<file path="config.mk">
export PLATFORM = sky130hd
export DESIGN_NAME = mem_arbiter
export DESIGN_NICKNAME = d
export VERILOG_FILES = /design/src/rtl/mem_pkg.sv /design/src/rtl/mem_arbiter.sv
export SDC_FILE = /design/constraint.sdc
export NUM_CORES = 1
export LEC_CHECK = 0
export CAP_MARGIN = 20
export CORE_MARGIN = 5
export CORE_UTILIZATION = 40
export CTS_CLUSTER_DIAMETER = 120
export DETAILED_ROUTE_END_ITERATION = 10
export GPL_ROUTABILITY_DRIVEN = 0
export PLACE_DENSITY = 0.87
export SLEW_MARGIN = 20
export SYNTH_ARGS = -nofsm -noshare
export SYNTH_HDL_FRONTEND = slang
export SYNTH_SLANG_ARGS = --single-unit
</file>
<file path="constraint.sdc">
create_clock -name clk -period 3.7 [get_ports clk]
set_input_delay 0.74 -clock clk [delete_from_list [all_inputs] [get_ports clk]]
set_output_delay 0.74 -clock clk [all_outputs]
set_load 0.02 [all_outputs]
</file>
<file path="src/rtl/mem_pkg.sv">
// Shared definitions for the memory arbiter: FSM state encoding and the default timeout.
package mem_pkg;

    typedef enum logic [1:0] {
        IDLE   = 2'd0,
        BUSY_I = 2'd1,
        BUSY_D = 2'd2,
        ACK    = 2'd3
    } state_t;

    localparam int TIMEOUT_DEFAULT = 255;

endpackage

</file>
<file path="src/rtl/mem_arbiter.sv">
// Arbitrates an instruction-fetch port and a data port onto one memory bus, with a BUSY timeout.
// Optional macro ARB_ROUND_ROBIN_EN: alternate priority; otherwise data always beats fetch.
module mem_arbiter
    import mem_pkg::*;
#(
    parameter int TIMEOUT = TIMEOUT_DEFAULT
) (
    input  logic        clk,
    input  logic        reset,
    input  logic        if_read_req,
    input  logic [31:0] if_read_addr,
    output logic        if_read_ack,
    output logic [31:0] if_read_data,
    input  logic        d_req,
    input  logic        d_we,
    input  logic [31:0] d_addr,
    input  logic [31:0] d_wdata,
    output logic        d_ack,
    output logic [31:0] d_rdata,
    output logic        mem_req,
    output logic        mem_we,
    output logic [31:0] mem_addr,
    output logic [31:0] mem_wdata,
    input  logic        mem_ready,
    input  logic [31:0] mem_rdata,
    output logic        bus_err
);

    localparam logic [7:0] TMO_CNT = 8'(TIMEOUT - 1);

    state_t      state_q, state_d;
    logic [7:0]  cnt_q, cnt_d;
    logic        mem_req_q, mem_req_d;
    logic        mem_we_q, mem_we_d;
    logic [31:0] mem_addr_q, mem_addr_d;
    logic [31:0] mem_wdata_q, mem_wdata_d;
    logic        if_ack_q, if_ack_d;
    logic [31:0] if_data_q, if_data_d;
    logic        d_ack_q, d_ack_d;
    logic [31:0] d_data_q, d_data_d;
    logic        bus_err_q, bus_err_d;
    logic        grant_data;
    logic        busy_done;
    logic [31:0] read_word;

`ifdef ARB_ROUND_ROBIN_EN
    // Set when fetch should win the next simultaneous request.
    logic fav_fetch_q, fav_fetch_d;
    assign grant_data = d_req && (!if_read_req || !fav_fetch_q);
`else
    assign grant_data = d_req;
`endif

    // A ready arriving on the timeout cycle still counts as a successful access.
    assign busy_done = mem_ready || (cnt_q == TMO_CNT);
    assign read_word = mem_ready ? mem_rdata : 32'h0;

    always_comb begin
        state_d     = state_q;
        cnt_d       = cnt_q;
        mem_req_d   = mem_req_q;
        mem_we_d    = mem_we_q;
        mem_addr_d  = mem_addr_q;
        mem_wdata_d = mem_wdata_q;
        if_ack_d    = 1'b0;
        if_data_d   = if_data_q;
        d_ack_d     = 1'b0;
        d_data_d    = d_data_q;
        bus_err_d   = bus_err_q;
`ifdef ARB_ROUND_ROBIN_EN
        fav_fetch_d = fav_fetch_q;
`endif
        case (state_q)
            IDLE: begin
                if (d_req || if_read_req) begin
                    mem_req_d = 1'b1;
                    cnt_d     = 8'd0;
                    if (grant_data) begin
                        state_d     = BUSY_D;
                        mem_we_d    = d_we;
                        mem_addr_d  = d_addr;
                        mem_wdata_d = d_wdata;
                    end else begin
                        state_d     = BUSY_I;
                        mem_we_d    = 1'b0;
                        mem_addr_d  = if_read_addr;
                        mem_wdata_d = 32'h0;
                    end
`ifdef ARB_ROUND_ROBIN_EN
                    fav_fetch_d = grant_data;
`endif
                end
            end
            BUSY_I, BUSY_D: begin
                if (busy_done) begin
                    state_d   = ACK;
                    mem_req_d = 1'b0;
                    if (!mem_ready) begin
                        bus_err_d = 1'b1;
                    end
                    if (state_q == BUSY_D) begin
                        d_ack_d  = 1'b1;
                        d_data_d = mem_we_q ? 32'h0 : read_word;
                    end else begin
                        if_ack_d  = 1'b1;
                        if_data_d = read_word;
                    end
                end else begin
                    cnt_d = cnt_q + 8'd1;
                end
            end
            ACK: begin
                state_d = IDLE;
            end
            default: begin
                state_d = IDLE;
            end
        endcase
    end

    always_ff @(posedge clk) begin
        if (reset) begin
            state_q     <= IDLE;
            cnt_q       <= 8'd0;
            mem_req_q   <= 1'b0;
            mem_we_q    <= 1'b0;
            mem_addr_q  <= 32'h0;
            mem_wdata_q <= 32'h0;
            if_ack_q    <= 1'b0;
            if_data_q   <= 32'h0;
            d_ack_q     <= 1'b0;
            d_data_q    <= 32'h0;
            bus_err_q   <= 1'b0;
        end else begin
            state_q     <= state_d;
            cnt_q       <= cnt_d;
            mem_req_q   <= mem_req_d;
            mem_we_q    <= mem_we_d;
            mem_addr_q  <= mem_addr_d;
            mem_wdata_q <= mem_wdata_d;
            if_ack_q    <= if_ack_d;
            if_data_q   <= if_data_d;
            d_ack_q     <= d_ack_d;
            d_data_q    <= d_data_d;
            bus_err_q   <= bus_err_d;
        end
    end

`ifdef ARB_ROUND_ROBIN_EN
    always_ff @(posedge clk) begin
        if (reset) begin
            fav_fetch_q <= 1'b0;
        end else begin
            fav_fetch_q <= fav_fetch_d;
        end
    end
`endif

    assign mem_req      = mem_req_q;
    assign mem_we       = mem_we_q;
    assign mem_addr     = mem_addr_q;
    assign mem_wdata    = mem_wdata_q;
    assign if_read_ack  = if_ack_q;
    assign if_read_data = if_data_q;
    assign d_ack        = d_ack_q;
    assign d_rdata      = d_data_q;
    assign bus_err      = bus_err_q;

endmodule

</file>
==> results of run 1 <==
## power groups by stage
stage / Sequential [mW] / Clock [mW] / Combinational [mW]
2_1_floorplan: 2.34 / 0 / 1.46
3_3_place_gp: 2.00 / 0 / 2.68
3_5_place_dp: 2.02 / 0 / 2.72
4_1_cts: 1.99 / 1.81 / 2.73
5_1_grt: 2.02 / 1.88 / 2.95
6_report: 1.99 / 1.77 / 2.71
## flip-flops by register name, summed over array words and instances, names as in the netlist
register      count
state_q           2
if_read_data     32
mem_addr         32
cnt_q             8
if_read_ack       1
bus_err           1
mem_we            1
mem_wdata        32
mem_req           1
d_ack             1
d_rdata          32
## critical path, stage by stage, from the launching register on
cell and delay (ns):
dfxtp_1 0.37, inv_1 0.08, ha_1 0.52, nand2_2 0.15, nor3b_4 0.20, buf_4 0.52
nand2_1 0.17, a311oi_2 0.29
## cells by family (layout without fill, tap and decap cells)
kind of cell | after synthesis | count (layout) | share of synthesized area
AO/OA/AOI/OAI | 253 | 253 | 0.317
adder cells (fa/ha/maj) | 5 | 5 | 0.0100
buffers and inverters | 67 | 311 | 0.0592
flip-flops | 143 | 143 | 0.459
multiplexers | 33 | 33 | 0.0530
AND/OR/NAND/NOR | 134 | 134 | 0.101
## cells in the mapped netlist (3+ instances only)
| cell type | n |
|---|---|
| a211oi_1 | 53 |
| a211oi_2 | 14 |
| a21oi_1 | 101 |
| a22oi_1 | 35 |
| a311oi_2 | 31 |
| buf_2 | 16 |
| buf_4 | 4 |
| buf_6 | 11 |
| clkbuf_1 | 31 |
| dfxtp_1 | 143 |
| ha_1 | 5 |
| inv_1 | 4 |
| mux2i_1 | 33 |
| nand2_1 | 36 |
| nand2b_1 | 3 |
| nand3_1 | 3 |
| nor2_1 | 69 |
| o21ai_0 | 3 |
## stage by stage
stage	hold slack, ns	util	power, mW	instance area [um2]	instances
after floorplan	0.480	-	3.80	6230	635
after global placement	0.455	0.584	4.68	8900	1059
after detailed placement	0.460	0.584	4.73	8900	1059
after CTS	0.474	0.624	6.53	9520	1090
after global routing	0.510	0.624	6.85	9520	1090
final	0.470	0.624	6.48	9520	1090
## cell type report
type,instances,share of cell area
well taps,211,0.0277
inverters,4,0.00158
repair buffers,276,0.288
clock inverters,9,0.0138
flip-flops and latches,143,0.301
multi-input cells,425,0.317
clock buffers,22,0.0509
## cells in the final DEF, fill, tap and decap left out, types with 17 or more instances in the layout
cell             Yosys  final
nor2_1              69     69
clkbuf_16            0     17
a211oi_1            53     53
a22oi_1             35     35
mux2i_1             33     33
dfxtp_1            143    143
clkdlybuf4s50_1      0    264
nand2_1             36     36
a21oi_1            101    101
a311oi_2            31     31
## per-layer routing
metal | up-vias | global-route usage
met2 | 209 | 0.307
met3 | 27 | 0.0633
met4 | 0 | 0.0667
met1 | 2642 | 0.233
li1 | 2828 | -
met5 | - | 0
## how the worst max path moves through the flow
stage	to	depth (start not counted)	slack [ns]
3_5_place_dp	d_rdata[28]$_SDFFE_PP0P_	6	0.98
5_1_grt	d_rdata[25]$_SDFFE_PP0P_	7	1.05
2_1_floorplan	cnt_q[6]$_SDFFE_PP0P_	5	1.88
3_3_place_gp	d_rdata[4]$_SDFFE_PP0P_	6	1.05
6_report	d_rdata[17]$_SDFFE_PP0P_	7	1.27
4_1_cts	d_rdata[17]$_SDFFE_PP0P_	7	1.27
==> impl_metrics.ini, run 1 <==
[sta]
fin_crit_sh = 0.657
rsz0062_at_grt = no
setup_violations = 0
maxSlewHeadroom = 0.425
clock.fmax_mhz = 411
fin_tns_setup_ns = 0
maxSlewViolCount = 0
finalClockSkew_ns = 0.0146
period_needed_ns = 2.43
hold_viol_final = 0
tightest_slew_ns = 0.862
worst_slack_ns = 1.27

[worst_setup_path]
reg2reg_from = state_q[1]$_SDFFE_PP0P_
setup.worst_path.start = state_q[1]$_SDFFE_PP0P_
crit_arrival_ns = 2.75
worstReg2RegEnd = d_rdata[17]$_SDFFE_PP0P_
required_ns = 4.02
rrSetupSlack_ns = 1.27
crit_path_max_fanout = 64
crit_type = flop to flop
endpoint_kind = flop
rr_worst_depth = 7
worst_setup_path_start_kind = flop

[clock_network]
cts_root_buf = clkbuf_16
clk_pin_slew_worst_paths_ns = 0.06
cts_max_level = 4
numCtsBuffers = 17
clk_latency_ns = 0.42
clock_sinks = 143
ctsResizeCount = 0
ctsHoldBuffers = 0
cts_setup_buffers = 0
tritoncts = built
ctsLongestPathBuffers = 2

[route]
met3_length_um = 1400
met1Wirelength_um = 7350
drt-vias-per-instance = 5.23
drc = 0
wl_per_cell_um = 16.3
wl_um = 17800
ant_nets = 0
drt_iter0_drc = 425
via_count = 5706
top_layer = met4
first_pass_iters = 5
wl_met2_um = 8700

[power]
p_leak_nw = 3.32
vdd_drop_max_v = 0.000458
clkPwrFrac = 0.274
p_sw_mw = 2.38
power_frac_seq = 0.307
internal_power_mw = 4.09
swShare = 0.368
combPwrFrac = 0.419
powerDensity_nw_per_um2 = 680

[final_layout]
fillers = 1231
syn_to_final_growth_pct = 52.8
num_antenna_cells = 0
regArea_um2 = 2860
fin_nets = 1006
drive_gt1_frac = 0.119
multiInputGateArea_um2 = 3020

[global_route]
grt_max_degree = 68
grt_usage = 0.188
grt_pass1_wl_um = 27900
antenna_found_initial = 0
overflow = 0
grt_pass1_vias = 5392

[hold_path]
hold_path_depth = 2
min-delay-start = bus_err$_SDFFE_PP0P_
hp-class = flop to flop
hold_path_end = bus_err$_SDFFE_PP0P_

[floorplanning]
die_y_um = 135
fp.dieArea_um2 = 18200
core_area_um2 = 15300
rows = 45
die_x_um = 135
num_io_pins = 267
initial_core_util = 0.408

[synth]
yosysTopAreaCell = dfxtp_1
syn_nets = 774
synth.distinct_cells = 50
synth_top_area_share = 0.459
synthCells = 635
synth_edf_count = 0
synth_seq_cells = 143
synth_area_um2 = 6230
synth.area.top_cells = dfxtp_1, a21oi_1, a311oi_2
ys_seq_area_frac = 0.459
ys.flop_type = dfxtp_1
yosysWarnings = 0
postSynthAreaPerCell_um2 = 9.81
synth-async-reset-ratio = 0

[run]
maxCapViolCount = 0

[placed_design]
port_buffers = 266
dp_hpwl_um = 12300
place_ws_ns = 0.981

[status]
outcome = finished clean
(Power assumes the default switching activity.)
==> run 2, diff against run 1 <==
- clock period: 3.7 -> 2.3 ns (I/O delays scaled with it)
==> run 2 against run 1 <==
Net effect: sequential power is 60% higher; die area unchanged; global-route usage down 0.16 points; highest routed layer unchanged; utilization grew 0.87 points; first-iteration DRC count decreased by 32%; clock power increased by 67%; clock-buffer cell count is the same; critical path depth down 1; combinational power up 67%; flip-flop and latch count stayed put; maximum frequency is 21% higher.
==> impl_metrics.ini, run 2 (synthesized netlist as in run 1, its figures left out) <==
[status]
outcome = finished clean

[sta]
period_needed_ns = 2.00
maxSlewHeadroom = 0.685
hold_viol_final = 0
holdWs_ns = 0.476
finalClockSkew_ns = 0.00805
setup_violations = 0
fin_crit_sh = 0.872
rsz0062_at_grt = no
clock.fmax_mhz = 499
fin_tns_setup_ns = 0
maxSlewViolCount = 0
tightest_slew_ns = 0.472

[power]
powerDensity_nw_per_um2 = 1110
power_frac_seq = 0.299
total_power_mw = 10.7
p_sw_mw = 3.84
vdd_drop_max_v = 0.000896
combPwrFrac = 0.424
swShare = 0.360
clkPwrFrac = 0.277
p_leak_nw = 3.38
internal_power_mw = 6.83

[route]
first_pass_iters = 4
via_count = 5731
wl_um = 17600
drt_iter0_drc = 291
ant_nets = 0
wl_per_cell_um = 16.1
drt-vias-per-instance = 5.24
drc = 0

[floorplanning]
rows = 45
fp.dieArea_um2 = 18200
core_area_um2 = 15300
die_x_um = 135
num_io_pins = 267
initial_core_util = 0.408
die_y_um = 135

[final_layout]
mostFrequentLayoutCells = clkdlybuf4s50_1, dfxtp_1, a21oi_1, nor2_1, a211oi_1
fin_nets = 1009
syn_to_final_growth_pct = 54.9
num_antenna_cells = 0
fillers = 1218
mostFrequentLayoutCell = clkdlybuf4s50_1
drive_gt1_frac = 0.122

[clock_network]
clk_latency_ns = 0.41
ctsHoldBuffers = 0
cts_setup_buffers = 0
ctsResizeCount = 0
tritoncts = built
numCtsBuffers = 17
cts_max_level = 4
clk_pin_slew_worst_paths_ns = 0.06
cts_root_buf = clkbuf_16
ctsLongestPathBuffers = 2
clock_sinks = 143

[worst_setup_path]
required_ns = 2.64
crit_type = flop to flop
endpoint_kind = flop
worst_setup_path_start_kind = flop
setup.worst_path.start = state_q[1]$_SDFFE_PP0P_
crit_arrival_ns = 2.34
reg2reg_from = state_q[1]$_SDFFE_PP0P_
crit_path_max_fanout = 8

[global_route]
overflow = 0
grt_pass1_wl_um = 27900
antenna_found_initial = 0
grt_pass1_vias = 5569
grt_max_degree = 78
grt_usage = 0.187

[placed_design]
port_buffers = 266
dp_hpwl_um = 12300

[hold_path]
hp-class = input pin to flop
min-delay-start = reset

[run]
maxCapViolCount = 0
## run 2: cell types whose count changed in the layout (fill, tap and decap cells not counted)
cell        delta
bufinv_16      +1
clkinvlp_4     -1
buf_4          -4
buf_12         +7
## run 2: power groups by stage
stage	clock (mW)	combinational [mW]	sequential (mW)
after floorplan	0	2.34	3.77
after global placement	0	4.46	3.22
after detailed placement	0	4.53	3.24
after CTS	3.02	4.55	3.19
after global routing	3.14	4.88	3.25
final	2.95	4.53	3.19
## run 2: final timing paths
path,to,slack (ns),cells after the start
worst min-delay path,bus_err$_SDFFE_PP0P_,0.48,2
worst max register to register,cnt_q[6]$_SDFFE_PP0P_,0.30,6
worst max-delay path,cnt_q[6]$_SDFFE_PP0P_,0.30,6
worst min register to register,bus_err$_SDFFE_PP0P_,0.48,2
## run 2: through the flow
stage / cell area, um2 / cells / worst slack, ns / util
3_5_place_dp: 9010 / 1062 / 0.106 / 0.591
5_1_grt: 9650 / 1093 / 0.152 / 0.633
3_3_place_gp: 9010 / 1062 / 0.142 / 0.591
4_1_cts: 9650 / 1093 / 0.313 / 0.633
6_report: 9650 / 1093 / 0.295 / 0.633
2_1_floorplan: 6230 / 635 / 0.569 / -
## run 2: critical path: stages, from the launching register on
cell and delay [ns]:
dfxtp_1 0.36, inv_1 0.07, ha_1 0.28, or3b_1 0.46, o211ai_4 0.19, or4_1 0.49, o21ai_0 0.08
## run 2: final cells by class
class | instances | area (um2) | area share
Clock buffer | 22 | 484 | 0.0502
Multi-Input combinational cell | 425 | 3020 | 0.313
Tap cell | 211 | 264 | 0.0273
Sequential cell | 143 | 2860 | 0.297
Inverter | 4 | 15.0 | 0.00156
Timing Repair Buffer | 279 | 2850 | 0.296
Clock inverter | 9 | 154 | 0.0159
## run 2: per-layer routing
layer / wire, um / GRT usage / share of wire / vias up
li1: - / - / - / 2844
met1: 7220 / 0.223 / 0.41 / 2630
met2: 8560 / 0.310 / 0.49 / 221
met3: 1360 / 0.0596 / 0.077 / 36
met4: 483 / 0.0781 / 0.027 / 0
met5: 0 / 0 / 0 / -
